File: config.mk
export PLATFORM = sky130hd
export DESIGN_NAME = rom_read_arbiter
export DESIGN_NICKNAME = d
export VERILOG_FILES = /design/src/rtl/rom_arb_pkg.sv /design/src/rtl/rom_arb_pick.sv /design/src/rtl/rom_read_arbiter.sv
export SDC_FILE = /design/constraint.sdc
export NUM_CORES = 1
export LEC_CHECK = 0
export CAP_MARGIN = 20
export CORE_MARGIN = 8
export CORE_UTILIZATION = 32
export CTS_CLUSTER_SIZE = 28
export DETAILED_ROUTE_END_ITERATION = 10
export PLACE_DENSITY = 0.88
export RECOVER_POWER = 25
export SLEW_MARGIN = 10
export SYNTH_ARGS = -nofsm -noshare
export SYNTH_HDL_FRONTEND = slang
export SYNTH_HIERARCHICAL = 1
export SYNTH_SLANG_ARGS = --single-unit
File: constraint.sdc
create_clock -name clk -period 5.06 [get_ports clk]
set_input_delay 1.012 -clock clk [delete_from_list [all_inputs] [get_ports clk]]
set_output_delay 1.012 -clock clk [all_outputs]
set_load 0.01 [all_outputs]
File: src/rtl/rom_arb_pkg.sv
// Shared definitions for the instruction-ROM read arbiter: widths, requester
// ids, response-state encoding and the address error check.
package rom_arb_pkg;

    localparam int ADDR_W        = 11;
    localparam int DATA_W        = 32;
    localparam int WORD_IDX_LSB  = 2;
    localparam int MAX_BYTE_ADDR = 1023;
    localparam int STARVE_LIMIT  = 8;

    // Requester identity carried through the pending-response register.
    typedef enum logic {
        M0 = 1'b0,
        M1 = 1'b1
    } req_id_e;

    // Pending-response register state: is a ROM word due next cycle.
    typedef enum logic {
        IDLE_RSP = 1'b0,
        RSP      = 1'b1
    } rsp_state_e;

    // A request errors when it is not word aligned or lies beyond the ROM.
    function automatic logic addr_err(input logic [ADDR_W-1:0] addr);
        logic misaligned;
        logic out_of_range;
        misaligned   = (addr[WORD_IDX_LSB-1:0] != '0);
        out_of_range = ({{(32-ADDR_W){1'b0}}, addr} > 32'(MAX_BYTE_ADDR));
        return misaligned || out_of_range;
    endfunction

endpackage

File: src/rtl/rom_arb_pick.sv
// Grant selection for the ROM read arbiter. Produces a one-hot (or zero)
// grant from the two request lines.
// Build option: ROM_ARB_ROUND_ROBIN_EN selects round-robin on contention;
// otherwise m0 has fixed priority and m1 is rescued by a starvation count.
module rom_arb_pick
    import rom_arb_pkg::*;
#(
    parameter int STARVE_LIMIT = 8,
    parameter int STARVE_W     = 4
) (
    input  logic                m0_req,
    input  logic                m1_req,
`ifdef ROM_ARB_ROUND_ROBIN_EN
    input  logic                rr_ptr,
`else
    input  logic [STARVE_W-1:0] starve_cnt,
`endif
    output logic [1:0]          gnt
);

`ifdef ROM_ARB_ROUND_ROBIN_EN
    // On contention the pointer names the requester that should win next.
    always_comb begin
        gnt    = 2'b00;
        gnt[1] = m1_req && (!m0_req || (rr_ptr == M1));
        gnt[0] = m0_req && !gnt[1];
    end
`else
    // m0 wins contention unless m1 has been denied for the full limit.
    always_comb begin
        logic force_m1;
        force_m1 = m1_req && (starve_cnt == STARVE_W'(STARVE_LIMIT));
        gnt      = 2'b00;
        gnt[1]   = m1_req && (!m0_req || force_m1);
        gnt[0]   = m0_req && !gnt[1];
    end
`endif

endmodule

File: src/rtl/rom_read_arbiter.sv
// Shares the instruction ROM's single registered read port between the
// fetch unit (m0) and the debug/data port (m1). One grant per cycle, fixed
// one-cycle latency from grant to rvalid, no stall path.
// Build option: ROM_ARB_ROUND_ROBIN_EN (round-robin instead of fixed
// priority with starvation rescue).
module rom_read_arbiter
    import rom_arb_pkg::*;
#(
    parameter int STARVE_LIMIT = rom_arb_pkg::STARVE_LIMIT
) (
    input  logic              clk,
    input  logic              aclr,
    input  logic              m0_req,
    input  logic [ADDR_W-1:0] m0_addr,
    output logic              m0_gnt,
    output logic              m0_rvalid,
    output logic [DATA_W-1:0] m0_rdata,
    output logic              m0_err,
    input  logic              m1_req,
    input  logic [ADDR_W-1:0] m1_addr,
    output logic              m1_gnt,
    output logic              m1_rvalid,
    output logic [DATA_W-1:0] m1_rdata,
    output logic              m1_err,
    output logic [ADDR_W-1:0] rom_addr,
    input  logic [DATA_W-1:0] rom_dout
);

    localparam int STARVE_W = $clog2(STARVE_LIMIT + 1);

    logic [1:0]        pick_gnt;
    logic [1:0]        gnt;
    logic              any_gnt;
    logic [ADDR_W-1:0] sel_addr;
    logic              sel_err;

    logic [ADDR_W-1:0] addr_hold_q, addr_hold_d;
    rsp_state_e        rsp_q;
    req_id_e           pend_id_q;
    logic              pend_err_q;

`ifdef ROM_ARB_ROUND_ROBIN_EN
    req_id_e           rr_q, rr_d;
`else
    logic [STARVE_W-1:0] starve_cnt_q, starve_cnt_d;
`endif

    rom_arb_pick #(
        .STARVE_LIMIT (STARVE_LIMIT),
        .STARVE_W     (STARVE_W)
    ) u_pick (
        .m0_req     (m0_req),
        .m1_req     (m1_req),
`ifdef ROM_ARB_ROUND_ROBIN_EN
        .rr_ptr     (rr_q),
`else
        .starve_cnt (starve_cnt_q),
`endif
        .gnt        (pick_gnt)
    );

    // No grant may be issued while reset is held.
    always_comb begin
        gnt      = aclr ? 2'b00 : pick_gnt;
        any_gnt  = |gnt;
        sel_addr = gnt[1] ? m1_addr : m0_addr;
        sel_err  = addr_err(sel_addr);
    end

    assign m0_gnt = gnt[0];
    assign m1_gnt = gnt[1];

    // ROM address follows the winner; without a grant it holds the last
    // granted address so the ROM output does not move.
    always_comb begin
        rom_addr    = any_gnt ? sel_addr : addr_hold_q;
        addr_hold_d = rom_addr;
    end

`ifdef ROM_ARB_ROUND_ROBIN_EN
    // Pointer moves to the loser only when both requesters competed.
    always_comb begin
        rr_d = rr_q;
        if (m0_req && m1_req && any_gnt) begin
            rr_d = gnt[1] ? M0 : M1;
        end
    end
`else
    // Count consecutive m1 denials; clear on an m1 grant or a quiet m1.
    always_comb begin
        starve_cnt_d = starve_cnt_q;
        if (!m1_req || gnt[1]) begin
            starve_cnt_d = '0;
        end else if (starve_cnt_q != STARVE_W'(STARVE_LIMIT)) begin
            starve_cnt_d = starve_cnt_q + STARVE_W'(1);
        end
    end
`endif

    // Arbitration state and address hold register.
    always_ff @(posedge clk or posedge aclr) begin
        if (aclr) begin
            addr_hold_q  <= '0;
`ifdef ROM_ARB_ROUND_ROBIN_EN
            rr_q         <= M0;
`else
            starve_cnt_q <= '0;
`endif
        end else begin
            addr_hold_q  <= addr_hold_d;
`ifdef ROM_ARB_ROUND_ROBIN_EN
            rr_q         <= rr_d;
`else
            starve_cnt_q <= starve_cnt_d;
`endif
        end
    end

    // Pending-response FSM: records who was granted and whether it errored.
    always_ff @(posedge clk or posedge aclr) begin
        if (aclr) begin
            rsp_q      <= IDLE_RSP;
            pend_id_q  <= M0;
            pend_err_q <= 1'b0;
        end else begin
            case (rsp_q)
                IDLE_RSP: if (any_gnt)  rsp_q <= RSP;
                RSP:      if (!any_gnt) rsp_q <= IDLE_RSP;
                default:                rsp_q <= IDLE_RSP;
            endcase
            if (any_gnt) begin
                pend_id_q  <= gnt[1] ? M1 : M0;
                pend_err_q <= sel_err;
            end
        end
    end

    logic [1:0]        rvalid_v;
    logic [1:0]        err_v;
    logic [DATA_W-1:0] rdata_v [2];

    // Steer the ROM word to the requester that owns the pending slot;
    // errored reads return zero data.
    for (genvar gi = 0; gi < 2; gi++) begin : g_rsp
        always_comb begin
            rvalid_v[gi] = (rsp_q == RSP) && (pend_id_q == ((gi == 1) ? M1 : M0));
            err_v[gi]    = rvalid_v[gi] && pend_err_q;
            rdata_v[gi]  = (rvalid_v[gi] && !pend_err_q) ? rom_dout : '0;
        end
    end

    assign m0_rvalid = rvalid_v[0];
    assign m0_err    = err_v[0];
    assign m0_rdata  = rdata_v[0];
    assign m1_rvalid = rvalid_v[1];
    assign m1_err    = err_v[1];
    assign m1_rdata  = rdata_v[1];

endmodule

==> metrics, run 1 <==
status=finished clean; post-route antenna net violation count=0; Vias/cell=4.54; r2r setup slk=2.80 ns; FF-to-FF path depth=5; Crit path largest cell delay=0.59 ns; WP buf/inv=3; syn_area_per_cell=8.29 um^2; multi-input logic area=830 um^2; Initial Util=0.337; # rows=23; final net count=359; M1 WL=2.02 mm; final setup vio count=0; # Post-CTS Setup Buffers=0; switch share=0.277; Psw=0.000134 W; count of hold-fix buffers inserted at cts=0; Top Ports=139; first-pass GRT wire length=8.18 mm; fraction of registers with async set/reset=1.00; Port Buf Inserts=138; flops & latches, synth=18; CP Class=input pin to output pin; Post-DP HPWL=4.99 mm; Die H=81.4 um; final count of hold timing violations=0; CP startpoint kind=input pin; Worst Setup SP=m1_req; P_leak=1.20 nW; Final Routed Wirelength=5.86 mm; core area=4060 um^2; Seq pwr share=0.352; Slew HR=0.497; Max Slew Vio Count=0; Setup WS pre-CTS=1.02 ns; via count=1581; GRT Total Usage=0.159; Placer Congestion=0.821; CTS sink count=18; H-tree levels=1; Max-Cap Viols=0; Gate power share=0.406; Cell variety after synth=29; WP depth=7; Die Wd=81.4 um; CP arrival=3.33 ns; RR Startpoint=starve_cnt_q[1]$_DFFE_PP0P_; worst reg2reg endpoint=addr_hold_q[4]$_DFF_PP0_; DRC=0; largest net degree at the start of global routing=33; share of post-route cells with drive strength above 1=0.0201; total grt overflow=0; CTS clk-pin slew, worst paths=0.07 ns; YS warnings=6; Power per Cell Area=173 nW/um^2; Clock Skew=0.00192 ns; FILL cells=339; initial antenna violation count=0; Root Buffer=clkbuf_8; sequential fraction of the synthesis area=0.329; Highest Signal Layer=met4; fin crit period=4.34 ns; Final Cycle Share=0.858; met3 wire len=809 um; Num CTS Buffers=3; CTS max path bufs=2; Clock Power Share=0.242; f_max=0.230 GHz; Die Area=6620 um^2; number of inserted diodes=0; Clk Latency, worst-skew pair=0.25 ns; Synth top area share=0.329; synthesized netlist cell count=165; unrepaired setup endpoints after global routing=no; beginning of the worst hold path=addr_hold_q[8]$_DFF_PP0_; Worst Setup EP=rom_addr[10]; crit-path cells=dlygate4sd3_1 -> inv_1 -> o21a_1 -> nand2b_1 -> mux2i_1 -> o21ai_0 -> clkdlybuf4s50_1; number of global-route vias before repair=1524; DR WL met2=3.00 mm; final setup TNS=0 ns; mapped cell area=1370 um^2; DRT iter0 DRCs=29; register area=450 um^2; CP Max Fanout=12; Setup WS post-layout=0.721 ns; main flop type after synthesis=dfrtp_1; Critical Path RT=4.05 ns; Peak supply drop=0.186 mV; Post-Syn Nets=225; leading area contributor after synthesis=dfrtp_1; slew at the pin closest to its max-slew limit=0.755 ns; drt wl/cell=16.8 um; layout overhead on the synthesized area=105%; CP max stage cell=clkdlybuf4s50_1; critical path's top delay family=buffers and inverters; 1st-pass router iterations=4; hold crit path type=flop to flop; Pint=0.000351 W; Crit. End Element=output pin; Post-synth EDFFs=0; dominant cells by area after synthesis=dfrtp_1 33%, and2_1 30%, mux2i_1 8.1%, nand2_1 4.4%, o21ai_1 3.3%; post-cts gate resize count=0; CTS tree=built
==> how the worst min path moves through the flow <==
stage / to / slack, ns / cells after the start
after floorplan: pend_err_q$_DFFE_PP0N_ / 0.49 / 2
after global placement: addr_hold_q[8]$_DFF_PP0_ / 0.48 / 2
after detailed placement: addr_hold_q[8]$_DFF_PP0_ / 0.52 / 2
after CTS: addr_hold_q[8]$_DFF_PP0_ / 0.54 / 2
after global routing: addr_hold_q[8]$_DFF_PP0_ / 0.56 / 2
final: addr_hold_q[8]$_DFF_PP0_ / 0.53 / 2
==> stage by stage <==
| step | hold WS, ns | power (W) | instance area (um^2) | cells | utilization |
|---|---|---|---|---|---|
| final | 0.530 | 0.000485 | 2810 | 348 | 0.691 |
| after global routing | 0.559 | 0.000514 | 2810 | 348 | 0.691 |
| after CTS | 0.536 | 0.000494 | 2810 | 348 | 0.692 |
| after detailed placement | 0.520 | 0.000374 | 2750 | 344 | 0.678 |
| after global placement | 0.485 | 0.000370 | 2750 | 344 | 0.678 |
| after floorplan | 0.485 | 0.000249 | 1370 | 165 | - |
==> sequential cells by signal, summed over array words and instances, names as in the netlist <==
register and cells:
rsp_q 1, addr_hold_q 11, pend_err_q 1, pend_id_q 1, starve_cnt_q 4
==> worst min-delay path, cell delays in order, from the launching register on <==
cell	delay, ns
dfrtp_1	0.33
nand2_1	0.04
o21ai_0	0.10
==> routing by layer <==
metal,global-route usage,up-vias
met4,0.0321,0
li1,-,793
met3,0.0629,5
met5,0,-
met2,0.294,86
met1,0.166,697
==> cells in the mapped netlist (3+ instances only) <==
cell	count
inv_1	6
and2_1	66
buf_4	3
nor2_1	3
a21oi_1	3
buf_2	5
dfrtp_1	18
o21ai_1	9
nand2_1	16
mux2i_1	11
==> power by group through the flow <==
stage | logic [W] | clock network [W] | registers, W
floorplan | 0.0000771 | 0 | 0.000171
global placement | 0.000197 | 0 | 0.000173
detailed placement | 0.000200 | 0 | 0.000174
CTS | 0.000201 | 0.000121 | 0.000171
global route | 0.000213 | 0.000128 | 0.000173
finish | 0.000197 | 0.000117 | 0.000171
==> kinds of logic after synthesis <==
| family | after synthesis | synth area share |
|---|---|---|
| adders and majority gates | 2 | 0.0183 |
| buffers and inverters | 16 | 0.0622 |
| DFF | 18 | 0.329 |
| xor gates and xnor gates | 2 | 0.0128 |
| muxes | 11 | 0.0805 |
| AOI/OAI and AO/OA | 17 | 0.0677 |
| and+or+nand+nor | 99 | 0.429 |
==> layout make-up <==
type                            instances  area share
Timing Repair Buffer                  138       0.492
Multi-Input combinational cell        131       0.296
Sequential cell                        18       0.161
Clock buffer                            4      0.0196
Inverter                                7     0.00937
Tap cell                               50      0.0223
==> placed cells by master (no fill, tap or decap), drive strengths merged <==
cell	count
o21a	1
ha	2
and2b	2
nand3b	2
o21ai	11
and2	66
inv	7
nor4	2
clkbuf	4
a21oi	3
o31ai	1
mux2i	11
or4b	1
xor2	1
and3b	1
nand2	16
nand3	1
xnor2	1
dfrtp	18
dlygate4sd3	2
o21bai	1
nand2b	3
and3	1
nor2b	1
clkdlybuf4s50	136
nor2	3
Note: power is estimated with default switching activity, not from simulation.
==> inputs of run 2 (changes only) <==
--- a/config.mk
+++ b/config.mk
@@ -5,13 +5,15 @@
 export SDC_FILE = /design/constraint.sdc
 export NUM_CORES = 1
 export LEC_CHECK = 0
-export CAP_MARGIN = 20
+export CAP_MARGIN = 15
+export CORE_ASPECT_RATIO = 0.5
 export CORE_MARGIN = 8
 export CORE_UTILIZATION = 32
 export CTS_CLUSTER_SIZE = 28
 export DETAILED_ROUTE_END_ITERATION = 10
 export PLACE_DENSITY = 0.88
 export RECOVER_POWER = 25
+export SKIP_CTS_REPAIR_TIMING = 1
 export SLEW_MARGIN = 10
 export SYNTH_ARGS = -nofsm -noshare
 export SYNTH_HDL_FRONTEND = slang
==> metrics, run 2 (same netlist as run 1, synthesis figures left out) <==
status=finished clean; RR Startpoint=starve_cnt_q[1]$_DFFE_PP0P_; Highest Signal Layer=met4; GRT Total Usage=0.152; most frequent cells in the layout=134 x clkdlybuf4s50_1, 66 x and2_1, 18 x dfrtp_1; number of global-route vias before repair=1554; layout overhead on the synthesized area=105%; CTS tree=built; CP Max Fanout=12; hold crit path type=flop to flop; Top Ports=139; Root Buffer=clkbuf_8; Peak supply drop=0.180 mV; total grt overflow=0; share of post-route cells with drive strength above 1=0.0201; DRC=0; final count of hold timing violations=0; initial antenna violation count=0; crit-path cells=dlygate4sd3_1 -> inv_1 -> o21a_1 -> nand2b_1 -> mux2i_1 -> o21ai_0 -> clkdlybuf4s50_1; via count=1582; Final Routed Wirelength=5.40 mm; core area=4000 um^2; Final Cycle Share=0.854; Clk Latency, worst-skew pair=0.25 ns; f_max=0.231 GHz; Worst Setup SP=m1_req; Worst Setup EP=rom_addr[10]; Initial Util=0.342; drt wl/cell=15.3 um; unrepaired setup endpoints after global routing=no; Post-DP HPWL=4.57 mm; CP Class=input pin to output pin; Num CTS Buffers=3; Max Slew Vio Count=0; Top reg by flops=addr_hold_q; Slew HR=0.493; H-tree levels=1; 1st-pass router iterations=5; Die H=62.2 um; Placer Congestion=0.821; # rows=16; M1 WL=1.92 mm; Setup WS post-layout=0.739 ns; worst reg2reg endpoint=addr_hold_q[7]$_DFF_PP0_; Vias/cell=4.49; Clock Skew=0.00167 ns; design area=2810 um^2; FF-to-FF path depth=5; Power per Cell Area=172 nW/um^2; fin crit period=4.32 ns; DRT iter0 DRCs=42; CTS sink count=18; met3 wire len=316 um; Die Wd=108 um; number of inserted diodes=0; largest net degree at the start of global routing=33; r2r setup slk=2.80 ns; first-pass GRT wire length=8.34 mm; slew at the pin closest to its max-slew limit=0.760 ns; CP startpoint kind=input pin; CP arrival=3.31 ns; post-route antenna net violation count=0; Critical Path RT=4.05 ns; CTS clk-pin slew, worst paths=0.07 ns; Port Buf Inserts=138; most common cell after layout, fill and taps aside=clkdlybuf4s50_1; final net count=359; Area after DPL=2760 um^2; Die Area=6750 um^2; final setup vio count=0; Crit path largest cell delay=0.59 ns; CTS max path bufs=2; final setup TNS=0 ns; Max-Cap Viols=0; P_leak=1.20 nW; Largest regs=addr_hold_q (11), starve_cnt_q (4); Setup WS pre-CTS=0.990 ns; CP max stage cell=clkdlybuf4s50_1; DR WL met2=3.08 mm; Crit. End Element=output pin; max FFs per register=11
==> run 2: worst min path at each step <==
stage                                         from                       end  depth (start not counted)  slack, ns
final                     addr_hold_q[8]$_DFF_PP0_  addr_hold_q[8]$_DFF_PP0_                          2       0.51
after global routing      addr_hold_q[8]$_DFF_PP0_  addr_hold_q[8]$_DFF_PP0_                          2       0.56
after CTS                 addr_hold_q[8]$_DFF_PP0_  addr_hold_q[8]$_DFF_PP0_                          2       0.52
after detailed placement  addr_hold_q[8]$_DFF_PP0_  addr_hold_q[8]$_DFF_PP0_                          2       0.50
after global placement    addr_hold_q[8]$_DFF_PP0_  addr_hold_q[8]$_DFF_PP0_                          2       0.48
after floorplan             pend_err_q$_DFFE_PP0N_    pend_err_q$_DFFE_PP0N_                          2       0.49
==> run 2: stage by stage <==
stage                     hold WS (ns)  total power [W]  utilization  std cells
final                            0.510         0.000482        0.702        352
after floorplan                  0.485         0.000249            -        165
after global placement           0.484         0.000369        0.689        348
after CTS                        0.520         0.000487        0.703        352
after detailed placement         0.503         0.000373        0.689        348
after global routing             0.558         0.000513        0.702        352
==> run 2: layout make-up <==
class	count	area, um^2
clock buffer	4	55.1
fill	325	1190
inverter	7	26.3
multi-input combinational	131	830
sequential	18	450
tap	54	67.6
timing repair buffer	138	1380
==> run 2: where the power goes <==
part	leakage, nW	internal (W)	switching, W
Sequential	0.223	0.000162	0.00000865
Clock	0.0288	0.0000690	0.0000461
Combinational	0.952	0.000119	0.0000766
==> run 2: layer usage <==
layer / up-vias / track usage
met5: - / 0
met4: 0 / 0.0406
met2: 47 / 0.315
met1: 733 / 0.153
li1: 796 / -
met3: 6 / 0.0185
==> run 2: critical path, delay by kind of cell <==
kind / cells / cell delay [ns]
buffers and inverters: 3 / 1.20
AND/OR/NAND/NOR: 1 / 0.51
AO/OA/AOI/OAI: 2 / 0.44
multiplexers: 1 / 0.15
==> inputs of run 3 (changes only) <==
--- a/config.mk
+++ b/config.mk
@@ -14,7 +14,7 @@
 export PLACE_DENSITY = 0.88
 export RECOVER_POWER = 25
 export SKIP_CTS_REPAIR_TIMING = 1
-export SLEW_MARGIN = 10
+export SLEW_MARGIN = 20
 export SYNTH_ARGS = -nofsm -noshare
 export SYNTH_HDL_FRONTEND = slang
 export SYNTH_HIERARCHICAL = 1
==> results of run 3 <==
Final layout, timing and power as in run 2 (identical DEF).
